===== config.mk =====
export PLATFORM = sky130hd
export DESIGN_NAME = buzzer_sequencer
export DESIGN_NICKNAME = d
export VERILOG_FILES = /design/src/rtl/buzzer_pkg.sv /design/src/rtl/buzzer_tone.sv /design/src/rtl/buzzer_sequencer.sv
export SDC_FILE = /design/constraint.sdc
export NUM_CORES = 1
export LEC_CHECK = 0
export ABC_AREA = 0
export BUFFER_PORTS_ARGS = -buffer_cell sky130_fd_sc_hd__buf_2
export CORE_MARGIN = 5
export CORE_UTILIZATION = 55
export CTS_BUF_LIST = sky130_fd_sc_hd__clkbuf_8
export CTS_CLUSTER_SIZE = 20
export DETAILED_ROUTE_END_ITERATION = 10
export PLACE_DENSITY_LB_ADDON = 0.1
export SLEW_MARGIN = 20
export SYNTH_ARGS = -nofsm -noshare
export SYNTH_HDL_FRONTEND = slang
export SYNTH_SLANG_ARGS = --single-unit

===== constraint.sdc =====
create_clock -name clk -period 3.1 [get_ports clk]
set_clock_uncertainty 0.1 [all_clocks]
set_input_delay 0.465 -clock clk [delete_from_list [all_inputs] [get_ports clk]]
set_output_delay 0.465 -clock clk [all_outputs]
set_load 0.05 [all_outputs]

===== src/rtl/buzzer_pkg.sv =====
// Shared types, pattern table and helpers for the buzzer sequencer.
// Pattern fields are {half-period in clk, on ticks, off ticks, bursts}.
package buzzer_pkg;

  localparam int HALF_W = 16;
  localparam int TIME_W = 12;
  localparam int REPS_W = 4;
  localparam int NPAT   = 8;
  localparam int IDX_W  = 3;

  typedef enum logic [2:0] {
    S_IDLE,
    S_ARB,
    S_ON,
    S_OFF,
    S_DONE
  } state_e;

  typedef struct packed {
    logic [HALF_W-1:0] half;
    logic [TIME_W-1:0] on_t;
    logic [TIME_W-1:0] off_t;
    logic [REPS_W-1:0] reps;
  } pat_t;

  localparam pat_t PAT [0:NPAT-1] = '{
    '{16'd4, 12'd1, 12'd1, 4'd1},
    '{16'd3, 12'd2, 12'd1, 4'd2},
    '{16'd5, 12'd3, 12'd2, 4'd2},
    '{16'd2, 12'd2, 12'd0, 4'd3},
    '{16'd6, 12'd1, 12'd1, 4'd2},
    '{16'd7, 12'd2, 12'd0, 4'd1},
    '{16'd8, 12'd1, 12'd2, 4'd3},
    '{16'd9, 12'd3, 12'd1, 4'd1}
  };

  function automatic logic [IDX_W-1:0] lowest_idx(
    input logic [NPAT-1:0] v
  );
    logic [IDX_W-1:0] r;
    r = '0;
    for (int i = NPAT-1; i >= 0; i--) begin
      if (v[i]) r = IDX_W'(i);
    end
    return r;
  endfunction

  function automatic logic [NPAT-1:0] onehot(
    input logic [IDX_W-1:0] i
  );
    logic [NPAT-1:0] r;
    r    = '0;
    r[i] = 1'b1;
    return r;
  endfunction

endpackage


===== src/rtl/buzzer_tone.sv =====
// Tick prescaler and square-tone generator; both restart on a phase entry.
// sound starts high on a restart with en set and toggles every half clocks.
module buzzer_tone
  import buzzer_pkg::*;
#(
  parameter int TICK_DIV = 50_000
) (
  input  logic              clk,
  input  logic              rst_n,
  input  logic              restart,
  input  logic              en,
  input  logic [HALF_W-1:0] half,
  output logic              tick,
  output logic              sound
);

  localparam int PW = (TICK_DIV > 1) ? $clog2(TICK_DIV) : 1;
  localparam logic [PW-1:0] PRE_MAX = PW'(TICK_DIV - 1);

  logic [PW-1:0]     pre_q, pre_d;
  logic [HALF_W-1:0] tone_q, tone_d;
  logic              snd_q, snd_d;
  logic              wrap;

  assign tick  = (pre_q == PRE_MAX);
  assign wrap  = (tone_q == half - HALF_W'(1));
  assign sound = snd_q;

  always_comb begin
    pre_d  = tick ? '0 : pre_q + PW'(1);
    tone_d = tone_q;
    snd_d  = 1'b0;
    if (restart) begin
      pre_d  = '0;
      tone_d = '0;
      snd_d  = en;
    end else if (en) begin
      tone_d = wrap ? '0 : tone_q + HALF_W'(1);
      snd_d  = wrap ? ~snd_q : snd_q;
    end
  end

  always_ff @(posedge clk or negedge rst_n) begin
    if (!rst_n) begin
      pre_q  <= '0;
      tone_q <= '0;
      snd_q  <= 1'b0;
    end else begin
      pre_q  <= pre_d;
      tone_q <= tone_d;
      snd_q  <= snd_d;
    end
  end

endmodule


===== src/rtl/buzzer_sequencer.sv =====
// Fixed-priority arbiter and burst sequencer driving one piezo buzzer.
// Define BUZZER_PREEMPT_EN to let a higher-priority req abort a pattern.
module buzzer_sequencer
  import buzzer_pkg::*;
#(
  parameter int NREQ     = 4,
  parameter int TICK_DIV = 50_000
) (
  input  logic            clk,
  input  logic            rst_n,
  input  logic [NREQ-1:0] req,
  output logic [NREQ-1:0] grant,
  output logic            busy,
  output logic            done,
  output logic            sound
);

  state_e            state_q, state_d;
  logic [IDX_W-1:0]  owner_q, owner_d;
  logic [TIME_W-1:0] ph_q, ph_d;
  logic [REPS_W-1:0] reps_q, reps_d;
  logic [NREQ-1:0]   grant_q, grant_d;
  logic              busy_q, busy_d;
  logic              done_q, done_d;

  logic [NPAT-1:0]   req_w;
  logic [IDX_W-1:0]  low;
  logic              any;
  logic              preempt;
  logic              restart;
  logic              tone_en;
  logic              tick;

  assign req_w = NPAT'(req);
  assign low   = lowest_idx(req_w);
  assign any   = |req;

`ifdef BUZZER_PREEMPT_EN
  assign preempt = |(req_w & (onehot(owner_q) - NPAT'(1)));
`else
  assign preempt = 1'b0;
`endif

  always_comb begin
    state_d = state_q;
    owner_d = owner_q;
    ph_d    = ph_q;
    reps_d  = reps_q;
    grant_d = grant_q;
    done_d  = 1'b0;
    restart = 1'b0;
    unique case (state_q)
      S_IDLE: begin
        grant_d = '0;
        if (any) state_d = S_ARB;
      end
      S_ARB: begin
        if (any) begin
          owner_d = low;
          grant_d = NREQ'(onehot(low));
          ph_d    = PAT[low].on_t;
          reps_d  = PAT[low].reps;
          restart = 1'b1;
          state_d = S_ON;
        end else begin
          grant_d = '0;
          state_d = S_IDLE;
        end
      end
      S_ON: begin
        if (tick) begin
          if (ph_q == TIME_W'(1)) begin
            if (reps_q > REPS_W'(1)) begin
              reps_d  = reps_q - REPS_W'(1);
              restart = 1'b1;
              if (PAT[owner_q].off_t == '0) begin
                ph_d = PAT[owner_q].on_t;
              end else begin
                ph_d    = PAT[owner_q].off_t;
                state_d = S_OFF;
              end
            end else begin
              done_d  = 1'b1;
              state_d = S_DONE;
            end
          end else begin
            ph_d = ph_q - TIME_W'(1);
          end
        end
      end
      S_OFF: begin
        if (tick) begin
          if (ph_q == TIME_W'(1)) begin
            ph_d    = PAT[owner_q].on_t;
            restart = 1'b1;
            state_d = S_ON;
          end else begin
            ph_d = ph_q - TIME_W'(1);
          end
        end
      end
      S_DONE: begin
        grant_d = '0;
        // A waiting request skips IDLE so a re-grant lands 2 cycles after done.
        state_d = any ? S_ARB : S_IDLE;
      end
      default: begin
        grant_d = '0;
        state_d = S_IDLE;
      end
    endcase
    if (preempt && (state_q == S_ON || state_q == S_OFF)) begin
      state_d = S_ARB;
      grant_d = NREQ'(onehot(low));
      ph_d    = ph_q;
      reps_d  = reps_q;
      done_d  = 1'b0;
      restart = 1'b0;
    end
  end

  assign tone_en = (state_d == S_ON);

  // The ARB cycle straight after IDLE is not yet an active pattern.
  assign busy_d = (state_d != S_IDLE) && (state_q != S_IDLE);

  always_ff @(posedge clk or negedge rst_n) begin
    if (!rst_n) begin
      state_q <= S_IDLE;
      owner_q <= '0;
      ph_q    <= '0;
      reps_q  <= '0;
      grant_q <= '0;
      busy_q  <= 1'b0;
      done_q  <= 1'b0;
    end else begin
      state_q <= state_d;
      owner_q <= owner_d;
      ph_q    <= ph_d;
      reps_q  <= reps_d;
      grant_q <= grant_d;
      busy_q  <= busy_d;
      done_q  <= done_d;
    end
  end

  buzzer_tone #(
    .TICK_DIV(TICK_DIV)
  ) u_tone (
    .clk    (clk),
    .rst_n  (rst_n),
    .restart(restart),
    .en     (tone_en),
    .half   (PAT[owner_q].half),
    .tick   (tick),
    .sound  (sound)
  );

  assign grant = grant_q;
  assign busy  = busy_q;
  assign done  = done_q;

endmodule


==> impl_metrics.env, run 1 <==
export IMPL_status="finished clean"
export IMPL_cts_sinks=60
export IMPL_finalPower_w=0.00169
export IMPL_wl_um=8500
export IMPL_finalSetupTns_ns=0
export IMPL_fp_dieW_um=92.1
export IMPL_worstPathCellList="inv_1, ha_1, or4_1, and3_1, o2111a_1, a21oi_2, a22o_1"
export IMPL_cts_root_buffer="clkbuf_8"
export IMPL_insertion_delay_ns=0.34
export IMPL_hold_class="in2async"
export IMPL_grt_overflow=0
export IMPL_wl_per_cell_um=17.7
export IMPL_syn_nets=399
export IMPL_dr_first_iter_drc_count=173
export IMPL_crit_path_start_kind="flip-flop"
export IMPL_gp_congestion=0.874
export IMPL_fin_area_um2=4130
export IMPL_worstPathArrival_ns=2.98
export IMPL_post_route_period_util_pct=90.4
export IMPL_drive_gt1_share_pct=14.2
export IMPL_area_growth_pct=11.2
export IMPL_yosys_warnings=0
export IMPL_critical_path_slowest_cell="or4_1"
export IMPL_vias=3079
export IMPL_async_flop_share_pct=100
export IMPL_grt_max_degree=61
export IMPL_relSlewSlack_pct=50.4
export IMPL_firstDrtPassIters=4
export IMPL_cts_buffers=9
export IMPL_period_needed_ns=2.80
export IMPL_via_per_inst=6.41
export IMPL_cts_tree="done"
export IMPL_synth_distinct_cells=58
export IMPL_leakagePower_nw=1.79
export IMPL_num_rows=30
export IMPL_cts_htree_levels=3
export IMPL_mappedNetlistArea_um2=3710
export IMPL_synth_edf_count=0
export IMPL_core_area_um2=6680
export IMPL_cp_end_kind="flip-flop"
export IMPL_grt_pass1_vias=2951
export IMPL_synth_ff_type="dfrtp_1"
export IMPL_cp_max_fo=12
export IMPL_slowest_delay_ns=0.53
export IMPL_numPortBuffers=12
export IMPL_fin_cells=480
export IMPL_ys_ff_latch=60
export IMPL_ant_nets=0
export IMPL_mostFrequentLayoutCell="dfrtp_1"
export IMPL_power_density_nw_per_um2=410
export IMPL_clk_pin_slew_worst_paths_ns=0.08
export IMPL_fmax_mhz=357
export IMPL_die_h_um=92.1
export IMPL_slew_violations=0
export IMPL_timing_hold_violations_final=0
export IMPL_initial_core_util_pct=55.5
export IMPL_setup_violations=0
export IMPL_ios=13
export IMPL_dp_final_hpwl_um=5760
export IMPL_avgSynthCellArea_um2=9.79
export IMPL_antenna_found_initial=0
export IMPL_drc=0
export IMPL_fin_nets=416
export IMPL_drv_cap=0
export IMPL_grt_usage_pct=21.5
export IMPL_synthCells=379
export IMPL_ir_worst_vdd_v=0.000320
export IMPL_worst_pin_slew_ns=0.744
export IMPL_grt_pass1_wl_um=14600
export IMPL_clockBufferDepth=2
export IMPL_dpl_instance_area_um2=3880
export IMPL_setup_worst_path_class="reg2reg"
export IMPL_die_area_um2=8490
export IMPL_final_cell_mix="dfrtp_1, nor2_1, and3_1"
export IMPL_critPathRequiredTime_ns=3.28
export IMPL_rsz0062_at_grt="no"
export IMPL_dp_cells=465
export IMPL_antenna_cells=0
export IMPL_postCtsSetupBuffers=0
export IMPL_synth_yosys_seq_area_share_pct=40.5
[cell families after synthesis]
group | after synthesis | share of synthesized area [%]
and+or+nand+nor | 157 | 26.1
AOI/OAI and AO/OA | 91 | 18.5
DFF | 60 | 40.5
buffers and inverters | 32 | 3.98
xor gates and xnor gates | 17 | 4.01
adders and majority gates | 14 | 4.72
muxes | 8 | 2.19
[synthesized netlist by cell type, types with 9 or more instances]
master	number	area share, %
nand3_1	9	1.2
xnor2_1	9	2.1
nand2_1	17	1.7
dfrtp_1	60	40
ha_1	14	4.7
or4_1	14	2.8
inv_1	11	1.1
and3_1	19	3.2
o22ai_1	10	1.7
a21oi_1	15	2.0
nor3_1	11	1.5
a32o_1	11	3.0
nor2_1	28	2.8
clkbuf_1	10	1.0
nor3b_1	10	2.0
[area by class of cell]
type	count	area [µm²]
clock buffer	10	138
timing repair buffer	27	173
inverter	11	41.3
clock inverter	5	101
multi-input combinational	287	2070
sequential	60	1500
fill	583	2560
tap	80	100
[state kept, by name, summed over array words and instances, names as in the netlist]
signal	flops
state_q	3
u_tone.pre_q	16
done	1
reps_q	4
grant	4
owner_q	2
u_tone.tone_q	16
busy	1
ph_q	12
u_tone.sound	1
[path summary, 6_finish.rpt]
kind / startpoint / endpoint / slack [ns] / cells past startpoint
min: rst_n / reps_q[0]$_DFFE_PN0P_ / 0.18 / 2
min in group clk: u_tone.pre_q[0]$_DFF_PN0_ / u_tone.pre_q[0]$_DFF_PN0_ / 0.36 / 1
max in group asynchronous: rst_n / ph_q[10]$_DFFE_PN0P_ / 2.23 / 2
max reg2reg: owner_q[1]$_DFFE_PN0P_ / u_tone.tone_q[0]$_DFFE_PN0P_ / 0.30 / 7
min reg2reg: u_tone.pre_q[0]$_DFF_PN0_ / u_tone.pre_q[0]$_DFF_PN0_ / 0.36 / 1
max: owner_q[1]$_DFFE_PN0P_ / u_tone.tone_q[0]$_DFFE_PN0P_ / 0.30 / 7
[power breakdown]
group,total (W),internal (W),switching [W]
combinational,0.0000359,0.00000879,0.0000271
sequential,0.000784,0.000784,0.000000534
clock,0.000870,0.000549,0.000321
[critical path: cells and delay by family (launching register included)]
family	cells	cell delay (ns)
flip-flops	1	0.46
AND/OR/NAND/NOR	2	0.73
adder cells (fa/ha/maj)	1	0.32
AO/OA/AOI/OAI	3	1.03
buffers and inverters	1	0.10
[layer usage]
layer | share of wire, % | vias to the layer above | GRT usage, %
met2 | 46 | 77 | 31.7
met4 | 1.3 | 0 | 8.66
met1 | 48 | 1498 | 31.1
met3 | 5.0 | 14 | 3.77
li1 | - | 1490 | -
met5 | 0 | - | 0
[stage by stage]
step	setup WS, ns	hold WS (ns)	util, %
5_1_grt	0.207	0.258	61.7
2_1_floorplan	0.574	0.0694	-
3_5_place_dp	0.0523	0.347	58.1
3_3_place_gp	0.130	0.340	58.1
6_report	0.298	0.177	61.7
4_1_cts	0.0198	0.200	61.7
[repair_timing]
item,4_1_cts,5_1_grt
setup endpoints to repair,0,12
resized for setup,0,1
hold buffers,0,0
Power figures use the tool's default switching activity.
==> run 2, diff against run 1 <==
--- a/config.mk
+++ b/config.mk
@@ -13,6 +13,7 @@
 export CTS_CLUSTER_SIZE = 20
 export DETAILED_ROUTE_END_ITERATION = 10
 export PLACE_DENSITY_LB_ADDON = 0.1
+export REMOVE_ABC_BUFFERS = 1
 export SLEW_MARGIN = 20
 export SYNTH_ARGS = -nofsm -noshare
 export SYNTH_HDL_FRONTEND = slang
==> run 2 against run 1 <==
Hold slack worse by 0.16 ns. Setup slack gained 0.071 ns. Utilization down 0.36 points. Global-route usage increased by 0.80 points. Die area did not move. Clock power fell by 16%. Design area is 0.58% lower. Count of clock-buffer cells in the layout rose by 1. Cell count increased by 0.21%. Largest power group is now sequential cells. Highest routed layer unchanged.
==> impl_metrics.env, run 2 (same netlist as run 1, synthesis figures left out) <==
export IMPL_critical_path_slowest_cell="or4_1"
export IMPL_post_route_period_util_pct=88.1
export IMPL_slew_violations=0
export IMPL_wl_per_cell_um=17.8
export IMPL_crit_buf_inv=1
export IMPL_grt_max_degree=61
export IMPL_die_area_um2=8490
export IMPL_grt_overflow=0
export IMPL_period_needed_ns=2.73
export IMPL_setup_violations=0
export IMPL_core_area_um2=6680
export IMPL_finalPower_w=0.00155
export IMPL_gp_congestion=0.864
export IMPL_drv_cap=0
export IMPL_leakagePower_nw=1.78
export IMPL_finalSetupTns_ns=0
export IMPL_die_h_um=92.1
export IMPL_insertion_delay_ns=0.35
export IMPL_cts_buffers=9
export IMPL_antenna_found_initial=0
export IMPL_fin_nets=416
export IMPL_crit_path_start_kind="flip-flop"
export IMPL_critPathRequiredTime_ns=3.28
export IMPL_dp_cells=465
export IMPL_wl_um=8550
export IMPL_initial_core_util_pct=55.5
export IMPL_cp_max_fo=12
export IMPL_cts_root_buffer="clkbuf_8"
export IMPL_cts_hold_buf=0
export IMPL_antenna_cells=0
export IMPL_fmax_mhz=366
export IMPL_relSlewSlack_pct=51.2
export IMPL_area_growth_pct=10.6
export IMPL_num_rows=30
export IMPL_ant_nets=0
export IMPL_vias=3111
export IMPL_post_place_ws_ns=0.0406
export IMPL_clk_pin_slew_worst_paths_ns=0.07
export IMPL_clockBufferDepth=2
export IMPL_slowest_delay_ns=0.54
export IMPL_mostFrequentLayoutCell="dfrtp_1"
export IMPL_worst_pin_slew_ns=0.723
export IMPL_dr_first_iter_drc_count=277
export IMPL_grt_pass1_vias=3009
export IMPL_crit_family="compound AO/OA/AOI/OAI gates"
export IMPL_cts_htree_levels=3
export IMPL_cts_tree="done"
export IMPL_drive_gt1_share_pct=14.5
export IMPL_drc=0
export IMPL_hold_class="in2async"
export IMPL_firstDrtPassIters=5
export IMPL_postCtsSetupBuffers=0
export IMPL_worstPathCellList="inv_1, ha_1, or4_1, and3_1, o2111a_1, a21oi_2, a22o_1"
export IMPL_via_per_inst=6.47
export IMPL_power_density_nw_per_um2=379
export IMPL_cts_sinks=60
export IMPL_ios=13
export IMPL_reg_largest_list="u_tone.pre_q x16, u_tone.tone_q x16, ph_q x12"
export IMPL_setup_worst_path_class="reg2reg"
export IMPL_grt_pass1_wl_um=15200
export IMPL_grt_usage_pct=22.3
export IMPL_numPortBuffers=12
export IMPL_rsz0062_at_grt="no"
export IMPL_fin_cells=481
export IMPL_final_cell_mix="dfrtp_1, nor2_1, and3_1"
export IMPL_dp_final_hpwl_um=5860
export IMPL_timing_hold_violations_final=0
export IMPL_cp_end_kind="flip-flop"
export IMPL_worstPathArrival_ns=2.91
export IMPL_status="finished clean"
export IMPL_fin_ws_ns=0.369
export IMPL_fp_dieW_um=92.1
export IMPL_ir_worst_vdd_v=0.000233
-- run 2: worst paths after layout --
path | start | end | slack [ns] | depth (start not counted)
worst max-delay path | owner_q[0]$_DFFE_PN0P_ | u_tone.tone_q[0]$_DFFE_PN0P_ | 0.37 | 7
max in group asynchronous | rst_n | u_tone.tone_q[11]$_DFFE_PN0P_ | 2.60 | 2
worst max register to register | owner_q[0]$_DFFE_PN0P_ | u_tone.tone_q[0]$_DFFE_PN0P_ | 0.37 | 7
min in group clk | req[0] | owner_q[1]$_DFFE_PN0P_ | 0.33 | 3
worst min-delay path | rst_n | reps_q[3]$_DFFE_PN0P_ | 0.01 | 2
worst min register to register | u_tone.pre_q[0]$_DFF_PN0_ | u_tone.pre_q[0]$_DFF_PN0_ | 0.38 | 1
-- run 2: metal layers --
metal	routed length, µm	GRT usage (%)	part of all wire, %
met3	391	5.41	4.6
met1	4220	32.9	49
met4	70	6.81	0.82
met2	3870	32.1	45
met5	0	0	0
-- run 2: stage by stage --
step | instance area, µm² | hold WS, ns | util, %
finish | 4100 | 0.0150 | 61.4
global route | 4100 | 0.0347 | 61.4
CTS | 4100 | 0.0301 | 61.3
detailed placement | 3890 | 0.363 | 58.3
global placement | 3890 | 0.349 | 58.3
floorplan | 3600 | 0.0694 | -
-- run 2: report_power, final --
part	switching, W	leakage, nW	total [W]	internal (W)
sequential	0.000000476	0.775	0.000784	0.000784
combinational	0.0000272	0.897	0.0000378	0.0000106
clock	0.000324	0.107	0.000733	0.000409
total	0.000351	1.78	0.00155	0.00120
-- run 2: repair_timing --
action	in CTS	in global routing
hold endpoints to repair	0	0
resized for setup	0	1
endpoints found under the setup margin	0	12
-- run 2: final cells by class --
type	instances	area [µm²]
flip-flops and latches	60	1500
fillers	568	2580
inverters	11	41.3
well taps	80	100
clock buffers	11	151
multi-input cells	287	2070
repair buffers	27	185
clock inverters	5	51.3
-- run 2: worst reg2reg max path: cells and delay by family, from the launching register on --
family                   cells  cell delay, ns
adder cells (fa/ha/maj)      1            0.33
buffers and inverters        1            0.12
flip-flops                   1            0.41
AND/OR/NAND/NOR              2            0.74
AO/OA/AOI/OAI                3            0.97
==> run 3, diff against run 2 <==
--- a/config.mk
+++ b/config.mk
@@ -12,7 +12,7 @@
 export CTS_BUF_LIST = sky130_fd_sc_hd__clkbuf_8
 export CTS_CLUSTER_SIZE = 20
 export DETAILED_ROUTE_END_ITERATION = 10
-export PLACE_DENSITY_LB_ADDON = 0.1
+export PLACE_DENSITY = 0.72
 export REMOVE_ABC_BUFFERS = 1
 export SLEW_MARGIN = 20
 export SYNTH_ARGS = -nofsm -noshare
==> run 3 against run 2 <==
Global-route usage is 0.22 points lower. Utilization is 0.094 points lower. Register-to-register slack worse by 0.11 ns. Via count is 2.2% higher. Combinational power is 1% lower. Sequential share of layout area is 0.056 points higher. Sequential power hardly changed. Power is 5.2% higher. Setup slack worse by 0.11 ns. Hold slack worse by 0.012 ns. Cell count is 0.62% lower.
==> impl_metrics.env, run 3 (same netlist as run 1, synthesis figures left out) <==
export IMPL_firstDrtPassIters=5
export IMPL_drc=0
export IMPL_cp_end_kind="flip-flop"
export IMPL_wl_um=8880
export IMPL_die_h_um=92.1
export IMPL_via_per_inst=6.65
export IMPL_grt_usage_pct=22.1
export IMPL_insertion_delay_ns=0.35
export IMPL_cts_root_buffer="clkbuf_8"
export IMPL_clk_pin_slew_worst_paths_ns=0.07
export IMPL_critPathRequiredTime_ns=3.23
export IMPL_setup_violations=0
export IMPL_cts_hold_buf=0
export IMPL_clockBufferDepth=2
export IMPL_slowest_delay_ns=0.55
export IMPL_cts_htree_levels=3
export IMPL_dr_first_iter_drc_count=187
export IMPL_mostFrequentLayoutCell="dfrtp_1"
export IMPL_final_cell_mix="dfrtp_1, nor2_1, and3_1"
export IMPL_timing_hold_violations_final=0
export IMPL_cts_buffers=9
export IMPL_reg_largest_list="u_tone.pre_q x16, u_tone.tone_q x16, ph_q x12"
export IMPL_cp_max_fo=13
export IMPL_num_rows=30
export IMPL_setup_worst_path_class="reg2reg"
export IMPL_power_density_nw_per_um2=399
export IMPL_antenna_cells=0
export IMPL_dp_final_hpwl_um=6000
export IMPL_area_growth_pct=10.4
export IMPL_grt_pass1_wl_um=15100
export IMPL_drive_gt1_share_pct=14.1
export IMPL_leakagePower_nw=1.77
export IMPL_dpl_instance_area_um2=3870
export IMPL_crit_buf_inv=2
export IMPL_worst_pin_slew_ns=0.871
export IMPL_status="finished clean"
export IMPL_post_route_period_util_pct=91.7
export IMPL_grt_overflow=0
export IMPL_crit_family="simple AND/OR/NAND/NOR gates"
export IMPL_fin_cells=478
export IMPL_antenna_found_initial=0
export IMPL_rsz0062_at_grt="no"
export IMPL_dp_cells=463
export IMPL_cts_sinks=60
export IMPL_vias=3180
export IMPL_grt_pass1_vias=3078
export IMPL_fin_nets=414
export IMPL_ant_nets=0
export IMPL_core_area_um2=6680
export IMPL_die_area_um2=8490
export IMPL_period_needed_ns=2.84
export IMPL_worstPathCellList="inv_1, ha_1, or4_1, nor3_1, o2111a_1, buf_4, o22ai_1, a32o_1"
export IMPL_hold_class="in2async"
export IMPL_slew_violations=0
export IMPL_worstPathArrival_ns=2.98
export IMPL_fin_area_um2=4100
export IMPL_initial_core_util_pct=55.5
export IMPL_gp_congestion=0.879
export IMPL_grt_max_degree=38
export IMPL_relSlewSlack_pct=41.9
export IMPL_fmax_mhz=352
export IMPL_fillers=563
export IMPL_numPortBuffers=12
export IMPL_wl_per_cell_um=18.6
export IMPL_postCtsSetupBuffers=0
export IMPL_ir_worst_vdd_v=0.000230
export IMPL_critical_path_slowest_cell="or4_1"
export IMPL_whs_ns=0.00251
export IMPL_ios=13
export IMPL_fp_dieW_um=92.1
export IMPL_crit_path_start_kind="flip-flop"
export IMPL_cts_tree="done"
export IMPL_drv_cap=0
==> run 3: metrics by stage <==
stage                     util [%]  setup WS (ns)  setup TNS, ns  total power (W)
final                         61.3          0.259              0          0.00164
after global routing          61.3         0.0635              0          0.00169
after CTS                     61.3          0.286              0          0.00164
after detailed placement      57.9        -0.0130        -0.0130         0.000838
after global placement        57.9          0.155              0         0.000836
after floorplan                  -          0.334              0         0.000810
==> run 3: metal layers <==
layer / global-route usage (%) / share of wire [%] / up-vias
met5: 0 / 0 / -
met4: 8.29 / 1.3 / 0
met3: 5.33 / 5.4 / 11
met2: 34.2 / 47 / 100
met1: 29.9 / 46 / 1580
li1: - / - / 1489
==> run 3: layout make-up <==
class                   count  area (µm²)  share of cell area, %
clock buffers              11         151                   3.70
clock inverters             4        72.6                   1.77
inverters                  11        41.3                   1.01
multi-input cells         287        2070                   50.6
flip-flops and latches     60        1500                   36.7
well taps                  80         100                   2.44
repair buffers             25         158                   3.85
==> run 3: path summary, 6_finish.rpt <==
| check | start | end | slack, ns | depth (start not counted) |
|---|---|---|---|---|
| max | owner_q[0]$_DFFE_PN0P_ | u_tone.tone_q[11]$_DFFE_PN0P_ | 0.26 | 8 |
| min | rst_n | u_tone.pre_q[9]$_DFF_PN0_ | 0.003 | 1 |
| max reg2reg | owner_q[0]$_DFFE_PN0P_ | u_tone.tone_q[11]$_DFFE_PN0P_ | 0.26 | 8 |
| min reg2reg | u_tone.pre_q[0]$_DFF_PN0_ | u_tone.pre_q[0]$_DFF_PN0_ | 0.35 | 1 |
| max in group asynchronous | rst_n | reps_q[2]$_DFFE_PN0P_ | 1.99 | 2 |
| min in group clk | req[0] | owner_q[1]$_DFFE_PN0P_ | 0.34 | 3 |
==> run 3: what timing repair did <==
item | 4_1_cts | 5_1_grt
resized for setup | 1 | 0
endpoints found under the hold margin | 0 | 0
setup endpoints to repair | 1 | 0
==> run 3: report_power, final <==
part           internal, W  switching, W  total (W)
combinational   0.00000918     0.0000282  0.0000373
sequential        0.000784   0.000000561   0.000784
clock             0.000491      0.000323   0.000814
